===== config.mk =====
export PLATFORM = sky130hd
export DESIGN_NAME = regfile_write_arbiter_flat
export DESIGN_NICKNAME = d
export VERILOG_FILES = /design/src/rtl/regfile_write_arbiter_if.sv /design/src/rtl/regfile_write_arbiter.sv /design/src/flat_wrapper.sv
export SDC_FILE = /design/constraint.sdc
export NUM_CORES = 1
export LEC_CHECK = 0
export ABC_AREA = 1
export CAP_MARGIN = 20
export CORE_MARGIN = 8
export CORE_UTILIZATION = 42
export DETAILED_ROUTE_END_ITERATION = 10
export PLACE_DENSITY = 0.81
export SLEW_MARGIN = 20
export SYNTH_ARGS = -nofsm -noshare
export SYNTH_HDL_FRONTEND = slang
export SYNTH_SLANG_ARGS = --single-unit

===== constraint.sdc =====
create_clock -name clk -period 1.8 [get_ports clk]
set_input_delay 0.36 -clock clk [delete_from_list [all_inputs] [get_ports clk]]
set_output_delay 0.36 -clock clk [all_outputs]
set_load 0.005 [all_outputs]

===== src/rtl/regfile_write_arbiter_if.sv =====
// regfile_write_arbiter_if
//   Writeback request bundle between the two writeback requesters (port 0 = ALU,
//   port 1 = load/store unit) and the register-file write arbiter.
//   Parameters: AW register address width, DW data width.
//   Signals per port N:
//     reqN_valid  requester has a write pending
//     reqN_addr   destination register
//     reqN_data   write data
//     reqN_ready  grant from the arbiter; transfer when valid & ready
//   Modports: master (requester side), slave (arbiter side).
interface regfile_write_arbiter_if #(
  parameter int AW = 5,
  parameter int DW = 32
);
  logic          req0_valid;
  logic [AW-1:0] req0_addr;
  logic [DW-1:0] req0_data;
  logic          req0_ready;

  logic          req1_valid;
  logic [AW-1:0] req1_addr;
  logic [DW-1:0] req1_data;
  logic          req1_ready;

  modport master (
    output req0_valid, req0_addr, req0_data,
    output req1_valid, req1_addr, req1_data,
    input  req0_ready, req1_ready
  );

  modport slave (
    input  req0_valid, req0_addr, req0_data,
    input  req1_valid, req1_addr, req1_data,
    output req0_ready, req1_ready
  );
endinterface


===== src/rtl/regfile_write_arbiter.sv =====
// regfile_write_arbiter
//   Shares the single write port of the register file (x0 hard-wired to zero)
//   between two writeback requesters. Arbitrates, registers the winning write
//   onto Write/D_address/D_data, and keeps a busy scoreboard so issue logic can
//   stall on registers that still have a pending producer.
//
//   Configuration macro: REGFILE_WR_FIXED_PRIO_EN
//     undefined (default): round-robin between the ports on a tie
//     defined            : fixed priority, port 0 always wins a tie
//
//   Ports:
//     clk        clock, all state updates on the rising edge
//     rst        asynchronous, active-low reset
//     req        writeback request bundle (slave side)
//     wr_hold    freeze; no grants while high
//     rsv_valid  issue logic reserves a destination register
//     rsv_addr   register being reserved
//     Write      register-file write enable
//     D_address  register-file write address
//     D_data     register-file write data
//     busy       scoreboard; bit i high means register i has a pending producer
module regfile_write_arbiter #(
  parameter int AW = 5,
  parameter int DW = 32
) (
  input  logic                  clk,
  input  logic                  rst,
  regfile_write_arbiter_if.slave req,
  input  logic                  wr_hold,
  input  logic                  rsv_valid,
  input  logic [AW-1:0]         rsv_addr,
  output logic                  Write,
  output logic [AW-1:0]         D_address,
  output logic [DW-1:0]         D_data,
  output logic [(1<<AW)-1:0]    busy
);

  logic          gnt0;
  logic          gnt1;
  logic [AW-1:0] win_addr;
  logic [DW-1:0] win_data;
  logic          win_commit;
  logic [(1<<AW)-1:0] busy_next;

`ifdef REGFILE_WR_FIXED_PRIO_EN
  // Port 0 always wins a tie; no grant history is needed.
  always_comb begin
    gnt0 = ~wr_hold & req.req0_valid;
    gnt1 = ~wr_hold & req.req1_valid & ~req.req0_valid;
  end
`else
  // last_grant: 0 = port 0 won the most recent transfer, 1 = port 1.
  logic last_grant;

  always_comb begin
    // NOTE: every output gets a default first so no path leaves it unassigned,
    // which would otherwise infer a latch.
    gnt0 = 1'b0;
    gnt1 = 1'b0;
    if (!wr_hold) begin
      if (req.req0_valid && req.req1_valid) begin
        // Tie: the port that did not win last time gets the grant.
        gnt0 = last_grant;
        gnt1 = ~last_grant;
      end else begin
        gnt0 = req.req0_valid;
        gnt1 = req.req1_valid;
      end
    end
  end

  // Reset to 1 so port 0 wins the first tie. Only real transfers move it.
  always_ff @(posedge clk or negedge rst) begin
    if (!rst) begin
      last_grant <= 1'b1;
    end else if (gnt0) begin
      // NOTE: state is updated with non-blocking assignments so every flop
      // samples the pre-edge values, independent of statement order.
      last_grant <= 1'b0;
    end else if (gnt1) begin
      last_grant <= 1'b1;
    end
  end
`endif

  assign req.req0_ready = gnt0;
  assign req.req1_ready = gnt1;

  // Grants are mutually exclusive and imply valid, so a simple mux suffices.
  assign win_addr   = gnt1 ? req.req1_addr : req.req0_addr;
  assign win_data   = gnt1 ? req.req1_data : req.req0_data;
  // Writes to x0 are accepted but dropped here so x0 is never written.
  assign win_commit = (gnt0 | gnt1) && (win_addr != '0);

  // Registered write port. Address and data keep their last committed value
  // when no write is issued; reset discards any captured, uncommitted write.
  always_ff @(posedge clk or negedge rst) begin
    if (!rst) begin
      Write     <= 1'b0;
      D_address <= '0;
      D_data    <= '0;
    end else begin
      Write <= win_commit;
      if (win_commit) begin
        D_address <= win_addr;
        D_data    <= win_data;
      end
    end
  end

  // Scoreboard: a committed write clears its bit at the same edge the register
  // file captures the data; a reservation in the same cycle is applied last so
  // it wins. Bit 0 is forced low because x0 never has a pending producer.
  always_comb begin
    busy_next = busy;
    if (Write) begin
      busy_next[D_address] = 1'b0;
    end
    if (rsv_valid) begin
      busy_next[rsv_addr] = 1'b1;
    end
    busy_next[0] = 1'b0;
  end

  always_ff @(posedge clk or negedge rst) begin
    if (!rst) begin
      // NOTE: the scoreboard is a reset-cleared flop vector, unlike a RAM
      // array, because issue logic must not see stale busy bits after reset.
      busy <= '0;
    end else begin
      busy <= busy_next;
    end
  end

endmodule


===== src/flat_wrapper.sv =====
// flat-port wrapper written by rule: the top's interface ports become plain ports
module regfile_write_arbiter_flat 
#(
  parameter int AW = 5,
  parameter int DW = 32
)
  (clk, rst, wr_hold, rsv_valid, rsv_addr, Write, D_address, D_data, busy, req_req0_valid, req_req0_addr, req_req0_data, req_req1_valid, req_req1_addr, req_req1_data, req_req0_ready, req_req1_ready);
  regfile_write_arbiter_if #(.AW(AW), .DW(DW)) req_i ();
  input  logic clk;
  input  logic rst;
  input  logic wr_hold;
  input  logic rsv_valid;
  input  logic [AW-1:0] rsv_addr;
  output logic Write;
  output logic [AW-1:0] D_address;
  output logic [DW-1:0] D_data;
  output logic [(1<<AW)-1:0] busy;
  input wire logic [$bits(req_i.req0_valid)-1:0] req_req0_valid;
  input wire logic [$bits(req_i.req0_addr)-1:0] req_req0_addr;
  input wire logic [$bits(req_i.req0_data)-1:0] req_req0_data;
  input wire logic [$bits(req_i.req1_valid)-1:0] req_req1_valid;
  input wire logic [$bits(req_i.req1_addr)-1:0] req_req1_addr;
  input wire logic [$bits(req_i.req1_data)-1:0] req_req1_data;
  output wire logic [$bits(req_i.req0_ready)-1:0] req_req0_ready;
  output wire logic [$bits(req_i.req1_ready)-1:0] req_req1_ready;
  assign req_i.req0_valid = req_req0_valid;
  assign req_i.req0_addr = req_req0_addr;
  assign req_i.req0_data = req_req0_data;
  assign req_i.req1_valid = req_req1_valid;
  assign req_i.req1_addr = req_req1_addr;
  assign req_i.req1_data = req_req1_data;
  assign req_req0_ready = req_i.req0_ready;
  assign req_req1_ready = req_i.req1_ready;
  regfile_write_arbiter #(.AW(AW), .DW(DW)) u_core (.clk(clk), .rst(rst), .req(req_i), .wr_hold(wr_hold), .rsv_valid(rsv_valid), .rsv_addr(rsv_addr), .Write(Write), .D_address(D_address), .D_data(D_data), .busy(busy));
endmodule

==> key figures, run 1 <==
Drt
  • Vias/cell: between 4 and 5
  • WL met3: between 1 and 1.5 mm
  • Post-DRT Antenna Nets: 0
  • DR top layer: met4
  • DRT Pass-1 Iters: 4
  • Met2 routed WL: about 5 mm
  • DRT met1 WL: ~4.3 mm
  • Starting DRC count in detailed routing: 131
  • DRC Markers: 0
  • Vias: 3601
  • DR WL/cell: 14.8 um
  • Routed WL: roughly 11 mm

Placement
  • PortBufs: ~160
  • Routability cong.: between 0.8 and 0.9
  • DP Wirelength: just over 8 mm
  • Setup WS pre-CTS: -0.291 ns

Floorplan
  • DIE HEIGHT: approximately 110 um
  • Die area: roughly 11000 um^2
  • Die width: between 100 and 150 um
  • Initial core utilization: roughly 42%
  • Row Count: 33
  • Core Area: between 8000 and 9000 um^2
  • # IOs: ~160

Yosys
  • Mapped Nets: ~530
  • Top FF cell, synth: dfrtp_1
  • Syn Area/Cell: a little under 8 um^2
  • EDFF count, synth: 0
  • Mapped cell area: approximately 3400 um^2
  • Synth async-reset ratio: 100%
  • Yosys reg bits: 70
  • Synth cell types: 25
  • Synth Warn #: 0
  • Cell count after synthesis: 441
  • Register area share after synthesis: between 50% and 60%

Global route
  • Initial antenna violation count: 0
  • Largest net degree at the start of global routing: 71
  • Vias in the first global route: 3678
  • Global-route wire length before repair: around 18 mm
  • Total gr overflow: 0
  • Global Route Usage Sum: 19.0%

Power and ir drop
  • Maximum vdd drop: about 0.5 mV
  • Power density over the cells: 1100 nW/um^2
  • Leakage: between 2 and 3 nW

Timing
  • Slew Viols, Final: 0
  • Peak Freq: 0.577 GHz
  • Worst setup margin: 0.0666 ns
  • Period utilization: between 90 and 100%
  • Final setup fails: 0
  • RSZ-0062 raised after global routing: true
  • Fin Setup TNS: 0 ns
  • Min Tclk post-route: roughly 1.7 ns
  • Clock Skews: a little under 0.008 ns
  • Final hold vios: 0

Layout
  • Final core occ: 68.8%
  • # diodes: 0
  • Fillers: 613
  • Final nets: 700
  • Area grow syn2layout: 62.6%
  • Share of cells above drive strength 1: 12.3%

Critical path
  • Worst setup SP type: input pin
  • Worst r2r path cells: 9
  • Worst EP required: about 1.4 ns
  • CP endpoint kind: output pin
  • R2r endpoint: u_core.D_data[29]
  • CP Max Fanout: 4
  • R2R setup slack: about 0.1 ns
  • CP arrival: between 1 and 1.5 ns
  • Crit path kind: input pin to output pin
  • R2r startpoint: u_core.last_grant

Min path
  • Worst hold path class: input pin to asynchronous set/reset pin

CTS
  • Clock slew at the register clock pins of the worst setup and hold paths: around 0.070 ns
  • Clock Path Buffers: 2
  • Post-CTS Hold Buffers: 0
  • CTS buffer count: 9
  • CTS tree: built
  • Clk Latency, worst-skew pair: 0.34 ns
  • CTS root buffer: clkbuf_8
  • # clock sinks: 70
  • H-tree levels: 3

Status
  • Outcome: finished, final reports clean

Job
  • # Max-Cap Violations: 0
-- worst max-delay path: stages --
cell and delay [ns]:
clkdlybuf4s50_1 0.47, nand2_4 0.11, inv_2 0.04, nor2_4 0.11
dlygate4sd2_1 0.27
-- cell families after synthesis --
family,count (synthesis),synth area share [%]
buf+inv,48,6.60
flops,70,51.4
other cells,1,0.110
compound gates,66,9.98
simple gates,256,31.9
-- cell usage in the layout, fill, tap and decap left out, drive strengths merged --
master / n
dfstp: 1
clkdlybuf4s50: 150
inv: 31
nand3: 65
buf: 26
clkinvlp: 1
nand2: 185
or2: 1
o21bai: 1
clkbuf: 14
a21oi: 1
dfrtp: 69
o21ai: 64
nor2: 5
bufinv: 2
dlygate4sd2: 1
dlymetal6s2s: 2
conb: 1
-- cells in the mapped netlist, types with 2 or more instances --
cell type / n / area share (%)
buf_6: 3 / 0.99
nand2_1: 174 / 19
nor2_1: 3 / 0.33
dfrtp_1: 69 / 51
nand3_1: 64 / 9.4
nand2_2: 11 / 2.0
o21ai_0: 62 / 9.1
inv_2: 3 / 0.33
buf_4: 2 / 0.44
buf_2: 3 / 0.44
inv_1: 26 / 2.9
clkbuf_1: 8 / 0.88
-- worst max path at each step --
stage	from	end	slack [ns]	depth (start not counted)
after floorplan	u_core.last_grant	u_core.D_data[10]	0.21	11
after global placement	req_req1_valid	req_req1_ready	-0.21	4
after detailed placement	req_req1_valid	u_core.D_data[3]	-0.29	10
after CTS	req_req1_valid	req_req1_ready	0.03	4
after global routing	u_core.last_grant	u_core.D_data[15]	-0.01	9
final	req_req0_valid	req_req1_ready	0.07	5
-- routing by layer --
metal	global-route usage [%]	up-vias
met5	0	-
met4	7.94	0
met3	7.44	13
met2	30.4	185
met1	22.2	1641
li1	-	1762
-- stage by stage --
step	instances	cell area [um^2]	hold slack (ns)	total power, mW
5_1_grt	725	5540	0.0572	6.47
3_3_place_gp	705	5180	0.407	4.51
2_1_floorplan	441	3410	0.0644	3.05
4_1_cts	722	5430	0.0394	6.08
3_5_place_dp	705	5180	0.414	4.59
6_report	725	5540	0.0361	6.07
-- power by group --
part / total [mW] / switching (mW) / leakage [nW] / internal, mW
clock: 1.49 / 0.586 / 0.119 / 0.899
sequential: 2.40 / 0.326 / 0.800 / 2.07
combinational: 2.19 / 0.867 / 1.71 / 1.32
-- registers in the layout (all words and copies together) (netlist names) --
register,cells
u_core.Write,1
u_core.last_grant,1
u_core.D_data,32
u_core.busy,31
u_core.D_address,5
-- layout make-up --
cell class | count | area (um^2) | share of cell area, %
Clock inverter | 4 | 76.3 | 1.38
Clock buffer | 12 | 165 | 2.98
Multi-Input combinational cell | 323 | 1480 | 26.8
Sequential cell | 70 | 1760 | 31.7
Timing Repair Buffer | 181 | 1820 | 32.8
Inverter | 30 | 113 | 2.03
Tap cell | 105 | 131 | 2.37
-- repair_timing --
item	4_1_cts	5_1_grt
resized for setup	2	24
pin swaps	1	4
endpoints found under the setup margin	2	41
gates cloned	0	2
buffers inserted	1	1
Power figures use the tool's default switching activity.
==> run 2: changes to the inputs <==
--- a/config.mk
+++ b/config.mk
@@ -5,12 +5,11 @@
 export SDC_FILE = /design/constraint.sdc
 export NUM_CORES = 1
 export LEC_CHECK = 0
-export ABC_AREA = 1
 export CAP_MARGIN = 20
 export CORE_MARGIN = 8
-export CORE_UTILIZATION = 42
+export CORE_UTILIZATION = 41
 export DETAILED_ROUTE_END_ITERATION = 10
-export PLACE_DENSITY = 0.81
+export PLACE_DENSITY = 0.8
 export SLEW_MARGIN = 20
 export SYNTH_ARGS = -nofsm -noshare
 export SYNTH_HDL_FRONTEND = slang
==> run 2 against run 1 <==
Against the previous run: the flow now finishes with violations (negative setup slack); utilization rose by 0.89 points; fmax is 5.0% lower; area after synthesis down 1.8%; synthesized cell count shrank 36%; sequential share of layout area shrank 0.42 points; final area up 1.3%; non-clock buffer count rose by 9; worst setup slack lost 0.091 ns; final cell count down 19%; register-to-register slack got worse by 0.12 ns; die area rose by 0.50%; hold slack worse by 0.011 ns; critical path type is now flip-flop to flip-flop; highest routed layer unchanged.
==> key figures, run 2 <==
Power and ir drop
  • P_int: 4.07 mW
  • Maximum vdd drop: 0.476 mV
  • Switch share: between 20% and 30%
  • Pwr Total: 5.66 mW
  • Clock share of power: about a quarter
  • Power density over the cells: roughly 1000 nW/um^2
  • Sw Pwr: 1.59 mW
  • Register share of total power: ~41%
  • Leakage: 2.28 nW
  • Logic pwr share: between 30% and 40%

Yosys
  • Top-count cell post-synth: dfrtp_1
  • EDFF count, synth: 0
  • Area leader, netlist: dfrtp_1
  • Register area share after synthesis: 52.4%
  • Yosys reg bits: 70
  • Top FF cell, synth: dfrtp_1
  • Mapped Nets: 369
  • Synth Warn #: 0
  • Cell count after synthesis: about 280
  • Most frequent cells after synthesis: 69 x dfrtp_1, 65 x o21ai_0, 62 x mux2_2
  • Synth async-reset ratio: between 90% and 100%
  • Synth cell types: 36
  • Syn Area/Cell: roughly 12 um^2
  • Mapped cell area: ~3300 um^2
  • Synth area leaders: dfrtp_1 52%, mux2_2 21%, o21ai_0 9.7%, nand3_1 1.8%, buf_6 1.3%
  • Share of the synthesized area in the top cell type: about half

CTS
  • CTS buffer count: 9
  • CTS root buffer: clkbuf_8
  • H-tree levels: 3
  • # clock sinks: 70
  • CTS tree: built
  • Clock slew at the register clock pins of the worst setup and hold paths: roughly 0.080 ns
  • Clock Path Buffers: 2
  • Clk Latency, worst-skew pair: 0.34 ns

Timing
  • Clock Skews: roughly 0.0071 ns
  • Final hold vios: 0
  • Worst setup margin: -0.0245 ns
  • Slew Viols, Final: 0
  • RSZ-0062 raised after global routing: true
  • Final setup fails: 12
  • Fin Setup TNS: -0.159 ns
  • Peak Freq: 0.548 GHz
  • Min Tclk post-route: ~1.8 ns
  • Period utilization: 101%

Layout
  • Max reg flops: 32
  • Share of cells above drive strength 1: a little over a quarter
  • Biggest register: u_core.D_data
  • Design Area, Final: ~5600 um^2
  • Final nets: between 500 and 600
  • Area grow syn2layout: 67.7%
  • Final core occ: a little over two thirds
  • Fillers: a little over 600
  • Commonest non-fill, non-tap cells in the layout: 145 x clkdlybuf4s50_1, 68 x dfrtp_1, 64 x o21ai_0
  • # diodes: 0
  • Largest regs: u_core.D_data (32), u_core.busy (31), u_core.D_address (5)
  • Most common cell after layout, fill and taps aside: clkdlybuf4s50_1

Status
  • Failing checks: negative setup slack
  • Outcome: complete, but fails checks

Global route
  • Global Route Usage Sum: about a fifth
  • Initial antenna violation count: 0
  • Largest net degree at the start of global routing: 71
  • Vias in the first global route: 3462
  • Total gr overflow: 0
  • Global-route wire length before repair: approximately 18 mm

Placement
  • Routability cong.: between 0.8 and 0.9
  • PortBufs: around 160
  • Placed cell areas: 5210 um^2
  • DP Wirelength: 8.13 mm

Floorplan
  • Initial core utilization: around 42%
  • Die width: between 100 and 150 um
  • # IOs: 157
  • Row Count: 33
  • Core Area: around 8100 um^2
  • DIE HEIGHT: roughly 110 um
  • Die area: between 10000 and 15000 um^2

Drt
  • Vias: about 3100
  • Routed WL: about 11 mm
  • Vias/cell: 5.28
  • DRC Markers: 0
  • DRT Pass-1 Iters: 4
  • Starting DRC count in detailed routing: between 100 and 150
  • Post-DRT Antenna Nets: 0
  • DR WL/cell: 19.0 um

Critical path
  • Worst setup SP type: flip-flop
  • CP bufs+invs: 3
  • CP Max Fanout: 8
  • Worst EP required: ~2.0 ns
  • Crit path largest cell delay: between 0.5 and 0.6 ns
  • R2r startpoint: u_core.last_grant
  • R2r endpoint: u_core.D_data[29]
  • CP max-delay cell: dfstp_2
  • CP arrival: a little over 2 ns
  • CP endpoint kind: flip-flop
  • Cell Chain, Critical Path: nand2_4 -> nand2_4 -> inv_4 -> a311oi_4 -> buf_6 -> buf_16 -> mux2_4
  • Worst r2r path cells: 7
  • Crit path kind: flip-flop to flip-flop
  • CP delay by family, top: flip-flops
  • Crit-path most repeated cell: nand2_4
  • R2R setup slack: -0.02 ns

Job
  • # Max-Cap Violations: 0

Min path
  • Worst hold path class: input pin to asynchronous set/reset pin
-- run 2: cell type report --
class                           instances  area, um^2  share of cell area [%]
Multi-Input combinational cell        196        1580                    28.2
Clock inverter                          4        53.8                   0.958
Timing Repair Buffer                  190        1910                    33.9
Tap cell                              105         131                    2.34
Inverter                                8        32.5                   0.579
Sequential cell                        70        1750                    31.2
Clock buffer                           12         155                    2.76
-- run 2: worst max-delay path by stage --
stage                     cells past startpoint              start  slack, ns           endpoint
after global routing                          7  u_core.last_grant      -0.06   u_core.D_data[4]
after global placement                        6   req_req0_addr[0]      -0.54  u_core.D_data[13]
after CTS                                     7  u_core.last_grant      -0.02  u_core.D_data[23]
final                                         7  u_core.last_grant      -0.02  u_core.D_data[29]
after floorplan                               6  u_core.last_grant      -0.05  u_core.D_data[10]
after detailed placement                      6   req_req0_addr[0]      -0.59  u_core.D_data[13]
-- run 2: logic make-up after synthesis --
family / count (synthesis) / share of synthesized area, %
flip-flops: 70 / 52.4
AO/OA/AOI/OAI: 83 / 14.0
multiplexers: 66 / 22.3
AND/OR/NAND/NOR: 46 / 8.18
buffers and inverters: 18 / 3.03
other: 1 / 0.112
-- run 2: power by group through the flow --
stage / clock, mW / combinational, mW / sequential (mW)
global route: 1.41 / 2.24 / 2.34
global placement: 0 / 1.92 / 2.29
floorplan: 0 / 0.575 / 2.30
detailed placement: 0 / 1.96 / 2.32
finish: 1.32 / 2.05 / 2.29
CTS: 1.33 / 2.04 / 2.29
-- run 2: what timing repair did --
item                       in CTS  in global routing
setup buffers                   4                  2
cloned                          3                  1
hold buffers                    0                  0
resized for setup              27                  9
setup endpoints to repair      35                 34
pin swaps                       4                  2
-- run 2: layer usage --
metal | share of wire (%) | global-route usage, % | wire length, um | up-vias
met5 | 0 | 0 | 0 | -
met4 | 1.9 | 5.93 | 214 | 0
met3 | 12 | 9.98 | 1360 | 24
met2 | 47 | 32.4 | 5270 | 154
met1 | 38 | 22.1 | 4280 | 1481
li1 | - | - | - | 1428
-- run 2: metrics by stage --
step	hold WS (ns)	setup slack, ns	instances
after global placement	0.408	-0.536	560
after detailed placement	0.410	-0.590	560
after CTS	0.0479	-0.0165	583
after global routing	0.0461	-0.0635	585
after floorplan	0.0644	-0.0544	284
final	0.0252	-0.0245	585
==> run 3: changes to the inputs <==
--- a/config.mk
+++ b/config.mk
@@ -7,9 +7,9 @@
 export LEC_CHECK = 0
 export CAP_MARGIN = 20
 export CORE_MARGIN = 8
-export CORE_UTILIZATION = 41
+export CORE_UTILIZATION = 45
 export DETAILED_ROUTE_END_ITERATION = 10
-export PLACE_DENSITY = 0.8
+export PLACE_DENSITY = 0.87
 export SLEW_MARGIN = 20
 export SYNTH_ARGS = -nofsm -noshare
 export SYNTH_HDL_FRONTEND = slang
==> constraint.sdc (replaced) <==
create_clock -name clk -period 2.1 [get_ports clk]
set_input_delay 0.42 -clock clk [delete_from_list [all_inputs] [get_ports clk]]
set_output_delay 0.42 -clock clk [all_outputs]
set_load 0.005 [all_outputs]
==> run 3 against run 2 <==
Against the previous run: the flow now finishes without violations; global-route usage is 0.65 points higher; clock-buffer cell count is 3 lower; worst setup slack better by 0.077 ns; register-to-register slack better by 0.29 ns; largest cell class is now registers; largest power group unchanged; utilization is 5.4 points higher; critical endpoint is now u_core.D_data[2].
==> key figures, run 3 (same netlist as run 2, synthesis figures left out) <==
Drt
  • Routed WL: 10.6 mm
  • DRC Markers: 0
  • DR top layer: met4
  • Vias/cell: about 5.5
  • DRT met1 WL: around 3.9 mm
  • Vias: slightly above 3000
  • DRT Pass-1 Iters: 4
  • Post-DRT Antenna Nets: 0
  • WL met3: ~1.3 mm
  • DR WL/cell: about 19 um
  • Met2 routed WL: about 5.3 mm
  • Starting DRC count in detailed routing: about 120

Layout
  • Fillers: between 500 and 600
  • # diodes: 0
  • Final nets: around 550
  • Largest regs: u_core.D_data (32), u_core.busy (31), u_core.D_address (5)
  • Area grow syn2layout: 61.8%
  • Final core occ: roughly three quarters
  • Most common cell after layout, fill and taps aside: clkdlybuf4s50_1
  • Share of cells above drive strength 1: between 20 and 25%
  • Biggest register: u_core.D_data
  • Register area: ~1800 um^2
  • Commonest non-fill, non-tap cells in the layout: 151 x clkdlybuf4s50_1, 69 x dfrtp_1, 65 x o21ai_0
  • Multi-input logic area: between 1500 and 2000 um^2
  • Max reg flops: 32

Timing
  • Worst slew pin tran: 0.592 ns
  • Peak Freq: 0.488 GHz
  • WHS: ~0.022 ns
  • Min Tclk post-route: between 2 and 2.5 ns
  • Period utilization: between 90 and 100%
  • Final setup fails: 0
  • Slew Viols, Final: 0
  • Max transition margin: 60.2%
  • Final hold vios: 0
  • Clock Skews: 0.00825 ns
  • RSZ-0062 raised after global routing: false

CTS
  • Post-CTS Hold Buffers: 0
  • CTS tree: built
  • CTS buffer count: 9
  • H-tree levels: 3
  • Clk Latency, worst-skew pair: between 0.3 and 0.4 ns
  • Clock Path Buffers: 2
  • Clock slew at the register clock pins of the worst setup and hold paths: around 0.08 ns
  • # clock sinks: 70
  • CTS root buffer: clkbuf_8

Global route
  • Vias in the first global route: 3328
  • Global-route wire length before repair: 16.7 mm
  • Largest net degree at the start of global routing: between 50 and 60
  • Global Route Usage Sum: between 20% and 30%
  • Initial antenna violation count: 0
  • Total gr overflow: 0

Min path
  • Worst hold path class: input pin to asynchronous set/reset pin

Critical path
  • Worst EP required: approximately 2.3 ns
  • CP arrival: roughly 2.3 ns
  • CP endpoint kind: flip-flop
  • CP delay by family, top: buffers and inverters
  • CP bufs+invs: 2
  • Worst setup SP type: input pin
  • CP max-delay cell: or4_4
  • Cell Chain, Critical Path: clkdlybuf4s50_1 -> or4_4 -> a211oi_4 -> a311oi_4 -> buf_12 -> mux2_4
  • Crit path largest cell delay: between 0.5 and 0.6 ns
  • CP Max Fanout: 27
  • Crit path kind: input pin to flip-flop

Placement
  • Routability cong.: 0.872
  • PortBufs: ~160
  • DP Wirelength: roughly 8.2 mm

Power and ir drop
  • Leakage: between 2 and 2.5 nW
  • Maximum vdd drop: approximately 0.40 mV
  • Power density over the cells: slightly above 900 nW/um^2

Status
  • Outcome: finished, final reports clean

Floorplan
  • Core Area: ~7200 um^2
  • Row Count: 31
  • Die width: between 100 and 150 um
  • Initial core utilization: 46.4%
  • DIE HEIGHT: 102 um
  • Die area: roughly 10000 um^2
  • # IOs: 157

Job
  • # Max-Cap Violations: 0
run 3: power by group:
group	internal, mW	total (mW)	switching [mW]
Combinational	1.07	1.68	0.605
Sequential	1.73	1.96	0.233
Clock	0.795	1.31	0.517
Total	3.60	4.95	1.36
run 3: repair_timing:
item | CTS | global route
pin swaps | 0 | 0
resized for setup | 2 | 3
setup buffers | 0 | 0
setup endpoints to repair | 2 | 4
hold endpoints to repair | 0 | 0
run 3: cell type report:
type | instances | area share [%]
Timing Repair Buffer | 177 | 32.3
Clock inverter | 7 | 2.24
Multi-Input combinational cell | 196 | 27.9
Tap cell | 99 | 2.29
Clock buffer | 9 | 2.29
Sequential cell | 70 | 32.4
Inverter | 8 | 0.601
run 3: stage by stage:
step	power [mW]	worst slack (ns)	TNS, ns	cell area (um^2)	std cells
global route	5.19	0.00449	0	5420	566
finish	4.95	0.0527	0	5420	566
floorplan	2.45	0.124	0	3350	284
detailed placement	3.66	-0.330	-10.04	5160	550
CTS	4.99	0.0255	0	5400	566
global placement	3.58	-0.291	-8.74	5160	550
run 3: path summary, 6_finish.rpt:
kind	start	endpoint	slack [ns]	cells past startpoint
max	req_req0_addr[0]	u_core.D_data[2]	0.05	6
min	rst	u_core.busy[5]	0.02	1
max reg2reg	u_core.last_grant	u_core.D_data[15]	0.27	6
min reg2reg	u_core.D_data[14]	u_core.D_data[14]	0.51	1
max in group asynchronous	rst	u_core.last_grant	1.40	2
min in group clk	u_core.D_data[14]	u_core.D_data[14]	0.51	1
run 3: metal layers:
layer,vias to the layer above,GRT usage [%]
met4,0,8.69
li1,1407,-
met5,-,0
met2,186,34.7
met3,20,8.38
met1,1496,21.9
